===== src/rtl/ctrl_pkg.sv =====
// Shared opcodes, ALU codes, FSM states and decode record for the accumulator control unit.
// Build option: define CTRL_TRAP_EN to trap illegal opcodes into HALT with err raised.
package ctrl_pkg;
  localparam int OPC_W = 4;

  localparam logic [OPC_W-1:0] OP_NOP   = 4'h0;
  localparam logic [OPC_W-1:0] OP_LOAD  = 4'h1;
  localparam logic [OPC_W-1:0] OP_STORE = 4'h2;
  localparam logic [OPC_W-1:0] OP_ADD   = 4'h3;
  localparam logic [OPC_W-1:0] OP_SUB   = 4'h4;
  localparam logic [OPC_W-1:0] OP_MUL4  = 4'h5;
  localparam logic [OPC_W-1:0] OP_DIV2  = 4'h6;
  localparam logic [OPC_W-1:0] OP_CLR   = 4'h7;
  localparam logic [OPC_W-1:0] OP_JMP   = 4'h8;
  localparam logic [OPC_W-1:0] OP_JMPZ  = 4'h9;
  localparam logic [OPC_W-1:0] OP_HALT  = 4'hF;

`ifdef CTRL_TRAP_EN
  localparam bit TRAP_EN = 1'b1;
`else
  localparam bit TRAP_EN = 1'b0;
`endif

  typedef enum logic [2:0] {
    ALU_ADD  = 3'd0,
    ALU_SUB  = 3'd1,
    ALU_PASS = 3'd2,
    ALU_ZER  = 3'd3,
    ALU_MUL4 = 3'd5,
    ALU_DIV2 = 3'd6
  } alu_op_e;

  typedef enum logic [2:0] {
    S_IDLE, S_FETCH, S_DECODE, S_MEMRD, S_MEMWR, S_EXEC, S_HALT
  } state_e;

  // Where DECODE goes next; CLS_FETCH covers NOP, jumps and illegal opcodes.
  typedef enum logic [1:0] {CLS_FETCH, CLS_MEM, CLS_EXEC, CLS_HALT} cls_e;

  typedef struct packed {
    cls_e    cls;
    alu_op_e alu_op;
    logic    is_write;
    logic    is_jump;
    logic    is_cond;
    logic    is_illegal;
    logic    sets_z;
  } dec_t;
endpackage


===== src/rtl/ctrl_decoder.sv =====
// Combinational opcode decode: next-state class, ALU op and control flags.
module ctrl_decoder
  import ctrl_pkg::*;
(
  input  logic [OPC_W-1:0] opcode,
  output dec_t             dec
);
  always_comb begin
    dec = '{cls: CLS_FETCH, alu_op: ALU_ZER, is_write: 1'b0, is_jump: 1'b0,
            is_cond: 1'b0, is_illegal: 1'b0, sets_z: 1'b0};
    case (opcode)
      OP_NOP:   ;
      OP_LOAD:  begin dec.cls = CLS_MEM; dec.alu_op = ALU_PASS; dec.sets_z = 1'b1; end
      OP_STORE: begin dec.cls = CLS_MEM; dec.is_write = 1'b1; end
      OP_ADD:   begin dec.cls = CLS_MEM; dec.alu_op = ALU_ADD; end
      OP_SUB:   begin dec.cls = CLS_MEM; dec.alu_op = ALU_SUB; dec.sets_z = 1'b1; end
      OP_MUL4:  begin dec.cls = CLS_EXEC; dec.alu_op = ALU_MUL4; end
      OP_DIV2:  begin dec.cls = CLS_EXEC; dec.alu_op = ALU_DIV2; end
      OP_CLR:   begin dec.cls = CLS_EXEC; dec.alu_op = ALU_ZER; end
      OP_JMP:   dec.is_jump = 1'b1;
      OP_JMPZ:  begin dec.is_jump = 1'b1; dec.is_cond = 1'b1; end
      OP_HALT:  dec.cls = CLS_HALT;
      default:  dec.is_illegal = 1'b1;
    endcase
  end
endmodule


===== src/rtl/alu_ctrl_unit.sv =====
// Multi-cycle control FSM for the 16-bit accumulator datapath (fetch/decode/mem/exec).
// CTRL_TRAP_EN (see ctrl_pkg) selects trap-to-HALT versus NOP for illegal opcodes.
module alu_ctrl_unit
  import ctrl_pkg::*;
#(
  parameter int ADDR_W  = 12,
  parameter int INSTR_W = 16
) (
  input  logic               clk,
  input  logic               rst_n,
  input  logic               start,
  output logic               instr_req,
  output logic [ADDR_W-1:0]  instr_addr,
  input  logic               instr_ack,
  input  logic [INSTR_W-1:0] instr_data,
  output logic               mem_req,
  output logic               mem_we,
  output logic [ADDR_W-1:0]  mem_addr,
  input  logic               mem_ack,
  output logic               mdr_we,
  output logic [2:0]         alu_op,
  output logic               acc_we,
  input  logic               flag_z,
  output logic [ADDR_W-1:0]  pc,
  output logic               busy,
  output logic               halted,
  output logic               err
);
  state_e               state, state_n;
  logic [ADDR_W-1:0]    pc_n, pc_inc, target;
  logic [INSTR_W-1:0]   ir, ir_n;
  logic                 z_q, z_n, err_q, err_n;
  dec_t                 dec;

  ctrl_decoder u_dec (.opcode(ir[INSTR_W-1 -: OPC_W]), .dec(dec));

  assign pc_inc     = pc + ADDR_W'(1);
  assign target     = ir[ADDR_W-1:0];
  assign instr_addr = pc;
  assign busy       = (state != S_IDLE) && (state != S_HALT);
  assign halted     = (state == S_HALT);
  assign err        = err_q;

  // Request strobes come straight from flops loaded with the next state.
  always_ff @(posedge clk or negedge rst_n) begin
    if (!rst_n) begin
      state     <= S_IDLE;
      pc        <= '0;
      ir        <= '0;
      z_q       <= 1'b0;
      err_q     <= 1'b0;
      instr_req <= 1'b0;
      mem_req   <= 1'b0;
      mem_we    <= 1'b0;
    end else begin
      state     <= state_n;
      pc        <= pc_n;
      ir        <= ir_n;
      z_q       <= z_n;
      err_q     <= err_n;
      instr_req <= (state_n == S_FETCH);
      mem_req   <= (state_n == S_MEMRD) || (state_n == S_MEMWR);
      mem_we    <= (state_n == S_MEMWR);
    end
  end

  always_comb begin
    state_n  = state;
    pc_n     = pc;
    ir_n     = ir;
    z_n      = z_q;
    err_n    = err_q;
    mem_addr = '0;
    mdr_we   = 1'b0;
    acc_we   = 1'b0;
    alu_op   = ALU_ZER;
    case (state)
      S_IDLE, S_HALT: if (start) begin
        state_n = S_FETCH;
        pc_n    = '0;
        z_n     = 1'b0;
        err_n   = 1'b0;
      end
      S_FETCH: if (instr_ack) begin
        ir_n    = instr_data;
        state_n = S_DECODE;
      end
      S_DECODE: begin
        state_n = S_FETCH;
        pc_n    = pc_inc;
        if (dec.is_illegal && TRAP_EN) begin
          // pc stays on the offending instruction for the trap handler
          state_n = S_HALT;
          pc_n    = pc;
          err_n   = 1'b1;
        end else begin
          case (dec.cls)
            CLS_MEM:  begin state_n = dec.is_write ? S_MEMWR : S_MEMRD; pc_n = pc; end
            CLS_EXEC: begin state_n = S_EXEC; pc_n = pc; end
            CLS_HALT: begin state_n = S_HALT; pc_n = pc; end
            default:  if (dec.is_jump && (!dec.is_cond || z_q)) pc_n = target;
          endcase
        end
      end
      S_MEMRD: begin
        mem_addr = target;
        if (mem_ack) begin
          mdr_we  = 1'b1;
          state_n = S_EXEC;
        end
      end
      S_MEMWR: begin
        mem_addr = target;
        if (mem_ack) begin
          pc_n    = pc_inc;
          state_n = S_FETCH;
        end
      end
      S_EXEC: begin
        alu_op  = dec.alu_op;
        acc_we  = 1'b1;
        pc_n    = pc_inc;
        state_n = S_FETCH;
        if (dec.sets_z) z_n = flag_z;
      end
      default: state_n = S_IDLE;
    endcase
  end
endmodule


===== config.mk =====
export PLATFORM = sky130hd
export DESIGN_NAME = alu_ctrl_unit
export DESIGN_NICKNAME = d
export VERILOG_FILES = /design/src/rtl/ctrl_pkg.sv /design/src/rtl/ctrl_decoder.sv /design/src/rtl/alu_ctrl_unit.sv
export SDC_FILE = /design/constraint.sdc
export NUM_CORES = 1
export LEC_CHECK = 0
export BUFFER_PORTS_ARGS = -buffer_cell sky130_fd_sc_hd__buf_4
export CAP_MARGIN = 20
export CORE_UTILIZATION = 51
export DETAILED_ROUTE_END_ITERATION = 16
export PLACE_DENSITY = 0.8
export SYNTH_ARGS = -nofsm -noshare
export SYNTH_HDL_FRONTEND = slang
export SYNTH_SLANG_ARGS = --single-unit

===== constraint.sdc =====
create_clock -name clk -period 2.28 [get_ports clk]
set_input_delay 0.684 -clock clk [delete_from_list [all_inputs] [get_ports clk]]
set_output_delay 0.684 -clock clk [all_outputs]
set_load 0.005 [all_outputs]

==> results.tsv, run 1 <==
stage	metric	value	unit
synthesis	yosysSeqAreaShare	0.3924	
clock_network	cts_buffer_depth	2	
clock_network	cts_buffers	5	
timing	fin_tns_setup	0	ns
critical_path	r2r-end	instr_addr[10]$_DFFE_PN0P_	
grt	first_global_vias	1699	
routing	wirelength	5231	um
layout	fin_nets	321	
placement	port_buffers	67	
pwr	power.density_cell_area	1256	nW/um2
layout	postLayoutCoreUtil	0.6981	
synthesis	netlist.area_leader.share	0.3924	
timing	finalSetupViolCount	0	
routing	drt-pass1-iter-count	5	
layout	area_growth_syn_to_layout	27.80	%
floorplanning	core	4086	um2
synthesis	ys_seq_elements	35	
outcome	outcome	completed	
routing	via_count	2022	
synthesis	mappedNetlistArea	2232	um2
floorplanning	ios	69	
timing	tightest_slew	0.5445	ns
timing	setup_slack	0.03850	ns
critical_path	crit_arrival	1.56	ns
clock_network	ctsHtreeMaxLevel	2	
floorplanning	die_area	4645	um2
clock_network	root_buffer	clkbuf_8	
critical_path	endpoint_kind	output port	
synthesis	ys_top_cells_by_area	dfrtp_1 39%, mux2_1 7.6%, buf_4 4.7%, and2_1 3.9%, o21ai_0 2.7%	
timing	slew_violations	0	
routing	routedWlPerCell	14.99	um
synthesis	syn_inst	238	
hold_path	hp-class	in -> async	
timing	max_freq	446.1	MHz
layout	diodes	0	
grt	grt_pass1_wl	8183	um
synthesis	ys.flop_type	dfrtp_1	
grt	gr-total-overflow	0	
timing	period_share	0.9831	
layout	num-fill-cells	337	
clock_network	cts_tree	yes	
timing	maxSlewHeadroom	0.6370	
grt	grt_usage	0.2403	
timing	hold_viol_final	0	
critical_path	worstSetupStartpointType	register	
critical_path	critPathSlowestCell	dfrtp_2	
synthesis	avgSynthCellArea	9.379	um2
critical_path	worstSetupPathType	reg -> out	
critical_path	cp.required	1.60	ns
pwr	cellLeakagePower	1.366	nW
routing	drt_iter0_markers	159	
routing	drc_errors	0	
clock_network	clk_pin_slew	0.08	ns
pwr	ir_drop	806.6	uV
floorplanning	start_util	0.5462	
synthesis	synth_edf_count	0	
timing	skew	0.007772	ns
floorplanning	rows	23	
synthesis	async_reset_ff_frac	1.000	
critical_path	crit_path_max_fanout	7	
grt	grt_start_max_net_pins	36	
timing	whs	0.3415	ns
clock_network	cts.sinks	35	
placement	place.gp.congestion	0.9548	
layout	drive_above_1_share	0.3378	
routing	ant_nets	0	
critical_path	reg2reg_from	state[2]$_DFF_PN0_	
grt	antenna_found_initial	0	
placement	pre_cts_slack	0.1571	ns
floorplanning	fp.dieH	68.16	um
critical_path	ff2ff_path_depth	6	
synthesis	syn-num-nets	261	
floorplanning	die_w	68.16	um
routing	vias_per_cell	5.794	
clock_network	cts_hold_buf	0	
critical_path	rrSetupSlack	0.19	ns
clock_network	clk_latency	0.29	ns
flow_run	maxCapViolCount	0	
timing	final.min_clock_period	2.242	ns
placement	placedCellCount	334	
critical_path	cp_cell_sequence	and2b_2 > or3_4 > buf_4	
synthesis	yosys.area.top_type	dfrtp_1	
synthesis	synth_warnings	0	
layout	stdcell_count	349	
synthesis	synth_cell_types	50	
placement	hpwl	3626	um
critical_path	max_stage_delay	0.48	ns
## stage by stage
step	cell area (um2)	total power, mW
after floorplan	2232	2.328
after global placement	2663	2.829
after detailed placement	2663	2.870
after CTS	2793	3.468
after global routing	2853	3.867
final	2853	3.582
## sequential cells by signal, summed over array words and instances, names as in the netlist
| signal | count |
|---|---|
| z_q | 1 |
| mem_req | 1 |
| mem_we | 1 |
| instr_req | 1 |
| ir | 16 |
| instr_addr | 12 |
| state | 3 |
## layout make-up
class                      instances  area (um2)  share of cell area
inverter                          12       45.04             0.01579
tap                               50       62.56             0.02193
sequential                        35       879.6              0.3083
timing repair buffer              78       585.6              0.2053
clock inverter                     3       43.79             0.01535
clock buffer                       5       68.82             0.02412
multi-input combinational        166        1167              0.4092
## report_power, final
part	internal, mW	switching, mW
sequential	0.868	0.347
clock	0.325	0.231
combinational	0.952	0.858
## worst max-delay path by stage
stage | depth (start not counted) | startpoint | slack (ns) | end
2_1_floorplan | 6 | state[2]$_DFF_PN0_ | 0.34 | mem_addr[10]
3_3_place_gp | 6 | start | 0.18 | instr_addr[5]$_DFFE_PN0P_
3_5_place_dp | 6 | start | 0.16 | instr_addr[6]$_DFFE_PN0P_
4_1_cts | 3 | state[2]$_DFF_PN0_ | 0.005 | busy
5_1_grt | 5 | state[1]$_DFF_PN0_ | -0.02 | alu_op[2]
6_report | 3 | state[2]$_DFF_PN0_ | 0.04 | busy
## cells by family after synthesis
group | count (synthesis) | synth area share
AOI/OAI and AO/OA | 63 | 0.1945
xor gates and xnor gates | 3 | 0.01177
adders and majority gates | 1 | 0.005604
buffers and inverters | 37 | 0.09417
DFF | 35 | 0.3924
muxes | 20 | 0.09921
other | 1 | 0.001680
and+or+nand+nor | 78 | 0.2007
## cell usage after synthesis (3+ instances only)
master,instances
nor2b_1,3
o21ai_0,12
and3_1,7
a221oi_1,3
nand3_1,6
o2bb2ai_1,3
or3_1,3
nand2b_1,4
a22o_1,5
and2_1,14
inv_1,12
buf_4,14
nand2_1,15
nor3_1,4
a31oi_1,5
mux2_1,15
a21o_1,4
o21ai_1,4
nor2_1,10
nand4_1,3
buf_2,9
dfrtp_1,35
mux2i_1,3
or3b_1,3
a21oi_1,10
## layout by cell type (no fill, tap or decap), drive strengths merged, types with 7 or more instances in the layout
master	instances
o21ai	16
a21oi	10
inv	12
nand2	15
and2	14
nor2	11
and3	7
dfrtp	35
mux2	17
buf	78
## what timing repair did
item                                    in CTS  in global routing
endpoints found under the setup margin      16                 15
buffers inserted                             1                  6
resized for setup                            6                  4
pin swaps                                    0                  1
## metal layers
| layer | part of all wire | track usage | wire, um |
|---|---|---|---|
| met3 | 0.084 | 0.06333 | 438 |
| met4 | 0.015 | 0.08073 | 80 |
| met2 | 0.46 | 0.3431 | 2401 |
| met1 | 0.44 | 0.3484 | 2310 |
| met5 | 0 | 0 | 0 |
## critical path, delay by kind of cell (launching register included)
kind                   cells  cell delay (ns)
AND/OR/NAND/NOR            2             0.65
flip-flops                 1             0.48
buffers and inverters      1             0.15
Note: power is estimated with default switching activity, not from simulation.
==> run 2, diff against run 1 <==
--- a/config.mk
+++ b/config.mk
@@ -7,9 +7,10 @@
 export LEC_CHECK = 0
 export BUFFER_PORTS_ARGS = -buffer_cell sky130_fd_sc_hd__buf_4
 export CAP_MARGIN = 20
-export CORE_UTILIZATION = 51
+export CORE_UTILIZATION = 53
+export CTS_BUF_LIST = sky130_fd_sc_hd__clkbuf_2
 export DETAILED_ROUTE_END_ITERATION = 16
-export PLACE_DENSITY = 0.8
+export PLACE_DENSITY = 0.82
 export SYNTH_ARGS = -nofsm -noshare
 export SYNTH_HDL_FRONTEND = slang
 export SYNTH_SLANG_ARGS = --single-unit
==> run 2 against run 1 <==
The flow now finishes with violations (negative setup slack). Sequential cell count stayed put. Clock power decreased by 46%. Setup slack got worse by 0.10 ns. Global-route usage grew 1.8 points. Fmax decreased by 4.4%. Highest routed layer unchanged.
==> results.tsv, run 2 (synthesis gave the netlist of run 1 again) <==
stage	metric	value	unit
outcome	outcome	finished with violations	
outcome	violations	negative setup slack	
routing	vias_per_cell	5.829	
timing	final.min_clock_period	2.345	ns
flow_run	maxCapViolCount	0	
layout	drive_above_1_share	0.3533	
pwr	power.density_cell_area	1217	nW/um2
routing	route.met3.wl	379	um
routing	via_count	2040	
routing	routedWlPerCell	14.95	um
floorplanning	fp.dieH	66.90	um
layout	fin_nets	322	
grt	grt_usage	0.2580	
floorplanning	core	4029	um2
timing	maxSlewHeadroom	0.6660	
layout	num-fill-cells	326	
floorplanning	ios	69	
placement	port_buffers	67	
grt	antenna_found_initial	0	
layout	area_growth_syn_to_layout	27.47	%
layout	diodes	0	
clock_network	clk_latency	0.41	ns
timing	hold_viol_final	0	
placement	place_area	2693	um2
timing	finalSetupViolCount	13	
timing	period_share	1.029	
critical_path	worstSetupStartpointType	register	
grt	first_global_vias	1808	
timing	max_freq	426.4	MHz
routing	wl_met2	2373	um
layout	top_register	ir	
layout	postLayoutCoreUtil	0.7062	
routing	drt_iter0_markers	135	
routing	drc_errors	0	
timing	fin_tns_setup	-0.1661	ns
clock_network	cts_buffer_depth	2	
critical_path	cp.required	1.60	ns
timing	rsz0062_at_grt	true	
timing	whs	0.1781	ns
clock_network	cts_buffers	5	
floorplanning	start_util	0.5540	
layout	final_common_cell	buf_4	
placement	hpwl	3623	um
floorplanning	rows	23	
critical_path	worstSetupPathType	reg -> out	
timing	setup_slack	-0.06541	ns
critical_path	crit_arrival	1.66	ns
routing	ant_nets	0	
routing	drt-pass1-iter-count	4	
clock_network	ctsHtreeMaxLevel	2	
routing	routed.top_layer	met4	
grt	grt_start_max_net_pins	36	
clock_network	root_buffer	clkbuf_2	
routing	met1Wirelength	2372	um
placement	pre_cts_slack	0.1468	ns
placement	place.gp.congestion	0.8738	
pwr	cellLeakagePower	1.356	nW
floorplanning	die_area	4475	um2
layout	final_area	2845	um2
hold_path	hp-class	in -> async	
clock_network	cts_hold_buf	0	
critical_path	crit_path_max_fanout	4	
timing	slew_violations	0	
layout	mostFrequentLayoutCells	73 x buf_4, 32 x dfrtp_1, 15 x mux2_1	
grt	grt_pass1_wl	8569	um
grt	gr-total-overflow	0	
pwr	ir_drop	761.5	uV
clock_network	cts_tree	yes	
clock_network	clk_pin_slew	0.21	ns
timing	tightest_slew	0.4995	ns
timing	skew	0.02093	ns
routing	wirelength	5234	um
critical_path	ff2ff_path_depth	8	
floorplanning	die_w	66.90	um
clock_network	cts.sinks	35	
critical_path	endpoint_kind	output port	
layout	largest_reg_flops	16	
[run 2: power by group]
part           total [mW]  internal, mW  switching (mW)
Sequential           1.20         0.865           0.335
Combinational        1.96          1.04           0.923
Clock               0.301        0.0726           0.229
[run 2: worst paths after layout]
check,to,from,slack (ns)
setup / recovery,busy,state[2]$_DFF_PN0_,-0.07
hold / removal,state[0]$_DFF_PN0_,rst_n,0.18
setup reg to reg,instr_addr[7]$_DFFE_PN0P_,state[2]$_DFF_PN0_,0.13
hold reg to reg,ir[6]$_DFFE_PN0P_,ir[6]$_DFFE_PN0P_,0.54
max in group asynchronous,ir[14]$_DFFE_PN0P_,rst_n,1.75
min in group clk,ir[4]$_DFFE_PN0P_,instr_data[4],0.48
[run 2: layer usage]
layer	GRT usage	up-vias
met1	0.3670	966
met2	0.3712	90
met3	0.06507	10
met4	0.09840	0
met5	0	-
li1	-	974
[run 2: metrics by stage]
stage	power (mW)	instances
after floorplan	2.328	238
after global placement	2.875	338
after detailed placement	2.922	338
after CTS	3.363	350
after global routing	3.742	350
final	3.464	350
[run 2: cell type report]
type	count	area (um2)	area share
multi-input cells	166	1197	0.4208
flip-flops and latches	35	879.6	0.3091
repair buffers	79	615.6	0.2164
well taps	50	62.56	0.02199
inverters	12	45.04	0.01583
clock buffers	5	25.02	0.008795
clock inverters	3	20.02	0.007036
[run 2: critical path: stages, from the launching register on]
cell and delay, ns:
dfrtp_2 0.50, and2b_2 0.24, or3_4 0.38, buf_6 0.12
[run 2: repair_timing]
| action | in CTS | in global routing |
|---|---|---|
| resized for setup | 11 | 11 |
| gates cloned | 0 | 0 |
| pin swaps | 0 | 3 |
| setup buffers | 4 | 0 |
| setup endpoints to repair | 16 | 23 |
==> run 3, diff against run 2 <==
--- a/config.mk
+++ b/config.mk
@@ -9,8 +9,10 @@
 export CAP_MARGIN = 20
 export CORE_UTILIZATION = 53
 export CTS_BUF_LIST = sky130_fd_sc_hd__clkbuf_2
+export CTS_CLUSTER_SIZE = 30
 export DETAILED_ROUTE_END_ITERATION = 16
 export PLACE_DENSITY = 0.82
 export SYNTH_ARGS = -nofsm -noshare
 export SYNTH_HDL_FRONTEND = slang
 export SYNTH_SLANG_ARGS = --single-unit
+export TNS_END_PERCENT = 50
==> run 3 against run 2 <==
The run still ends with negative setup slack left. Fmax is essentially flat. Worst hold slack better by 0.012 ns. Via count shrank 2.2%. Design area shrank 0.53%. Register-to-register slack improved by 0.02 ns. Global-route usage shrank 0.54 points. Sequential power hardly changed. Count of clock-buffer cells in the layout unchanged. Clock skew is 0.0030 ns lower. Core utilization down 0.37 points. Die area is the same. First-iteration DRC count decreased by 11%. Critical endpoint unchanged. Largest power group unchanged. Highest routed layer unchanged.
==> results.tsv, run 3 (synthesis gave the netlist of run 1 again) <==
stage	metric	value	unit
placement	place_area	2693	um2
clock_network	cts_buffer_depth	2	
routing	wirelength	5182	um
timing	skew	0.01795	ns
floorplanning	core	4029	um2
timing	hold_viol_final	0	
clock_network	root_buffer	clkbuf_2	
layout	drive_above_1_share	0.3545	
critical_path	startpoint	state[2]$_DFF_PN0_	
critical_path	reg2reg_from	state[2]$_DFF_PN0_	
clock_network	clk_pin_slew	0.20	ns
timing	setup_slack	-0.06703	ns
critical_path	crit_path_max_fanout	4	
pwr	cellLeakagePower	1.349	nW
critical_path	worstSetupPathType	reg -> out	
routing	ant_nets	0	
critical_path	max_stage_delay	0.50	ns
hold_path	hp-class	in -> async	
timing	rsz0062_at_grt	true	
clock_network	cts.sinks	35	
layout	fin_nets	321	
routing	drt-pass1-iter-count	4	
clock_network	cts_tree	yes	
routing	via_count	1995	
layout	final_area	2830	um2
critical_path	critPathCapture	busy	
timing	whs	0.1901	ns
layout	largest_reg_flops	16	
grt	grt_start_max_net_pins	36	
critical_path	endpoint_kind	output port	
timing	final.min_clock_period	2.347	ns
grt	gr-total-overflow	0	
floorplanning	fp.dieH	66.90	um
critical_path	critPathSlowestCell	dfrtp_2	
pwr	ir_drop	754.7	uV
placement	port_buffers	67	
layout	final_common_cell	buf_4	
clock_network	cts_buffers	5	
critical_path	rrSetupSlack	0.15	ns
routing	drt_iter0_markers	120	
critical_path	worstSetupStartpointType	register	
routing	vias_per_cell	5.716	
timing	finalSetupViolCount	9	
routing	routedWlPerCell	14.85	um
critical_path	ff2ff_path_depth	8	
timing	slew_violations	0	
timing	max_freq	426.1	MHz
timing	period_share	1.029	
critical_path	cp_cell_sequence	and2b_2 > or3_4 > buf_6	
pwr	switching_share	0.4284	
outcome	violations	negative setup slack	
critical_path	r2r-end	instr_addr[7]$_DFFE_PN0P_	
clock_network	cts_hold_buf	0	
floorplanning	die_area	4475	um2
clock_network	ctsHtreeMaxLevel	2	
pwr	power.density_cell_area	1208	nW/um2
critical_path	crit_arrival	1.66	ns
flow_run	maxCapViolCount	0	
floorplanning	start_util	0.5540	
layout	area_growth_syn_to_layout	26.79	%
grt	antenna_found_initial	0	
pwr	p_comb_frac	0.563	
pwr	p_int	1.954	mW
floorplanning	ios	69	
layout	mostFrequentLayoutCells	74 x buf_4, 32 x dfrtp_1, 15 x mux2_1	
clock_network	clk_latency	0.40	ns
critical_path	cp.required	1.60	ns
outcome	outcome	finished with violations	
placement	pre_cts_slack	0.1468	ns
pwr	seqPwrFrac	0.350	
grt	first_global_vias	1798	
layout	top_register	ir	
routing	drc_errors	0	
grt	grt_pass1_wl	8411	um
pwr	clkPwrFrac	0.088	
grt	grt_usage	0.2525	
floorplanning	die_w	66.90	um
placement	place.gp.congestion	0.8738	
floorplanning	rows	23	
placement	hpwl	3623	um
layout	diodes	0	
pwr	power.switching	1.464	mW
[run 3: power by group through the flow]
stage | Sequential (mW) | Combinational [mW] | Clock, mW
floorplan | 1.03 | 1.30 | 0
global placement | 1.17 | 1.70 | 0
detailed placement | 1.18 | 1.74 | 0
CTS | 1.17 | 1.85 | 0.311
global route | 1.25 | 2.14 | 0.324
finish | 1.19 | 1.92 | 0.300
[run 3: per-stage QoR]
step,utilization,instances,power (mW),setup TNS [ns]
final,0.7025,349,3.418,-0.1419
after global routing,0.7025,349,3.709,-1.215
after CTS,0.6938,349,3.339,-0.2065
after detailed placement,0.6683,338,2.922,0
after global placement,0.6683,338,2.875,0
after floorplan,-,238,2.328,0
[run 3: area by class of cell]
class | instances | area [um2]
Inverter | 12 | 45.04
Timing Repair Buffer | 78 | 600.6
Clock inverter | 3 | 20.02
Clock buffer | 5 | 25.02
Sequential cell | 35 | 879.6
Multi-Input combinational cell | 166 | 1197
Fill cell | 333 | 1199
Tap cell | 50 | 62.56
[run 3: repair_timing]
| item | CTS | global route |
|---|---|---|
| pin swaps | 0 | 1 |
| setup endpoints to repair | 16 | 19 |
| gates resized for setup | 10 | 11 |
| setup buffers | 3 | 0 |
[run 3: worst min-delay path by stage]
stage,to,slack [ns],depth (start not counted)
2_1_floorplan,instr_addr[0]$_DFFE_PN0P_,0.39,0
3_3_place_gp,ir[6]$_DFFE_PN0P_,0.48,1
3_5_place_dp,ir[6]$_DFFE_PN0P_,0.49,1
4_1_cts,instr_addr[1]$_DFFE_PN0P_,0.18,1
5_1_grt,instr_addr[9]$_DFFE_PN0P_,0.20,1
6_report,instr_addr[9]$_DFFE_PN0P_,0.19,1
[run 3: per-layer routing]
layer  track usage  up-vias  wire length (um)
met5             0        -                 0
met3       0.06336        9               400
met2        0.3687       85              2338
li1              -      967                 -
met4       0.09043        0                99
met1        0.3573      934              2344
[run 3: worst max-delay path, delay by kind of cell (launching register included)]
family / cells / cell delay, ns
buf+inv: 1 / 0.13
flops: 1 / 0.50
simple gates: 2 / 0.63
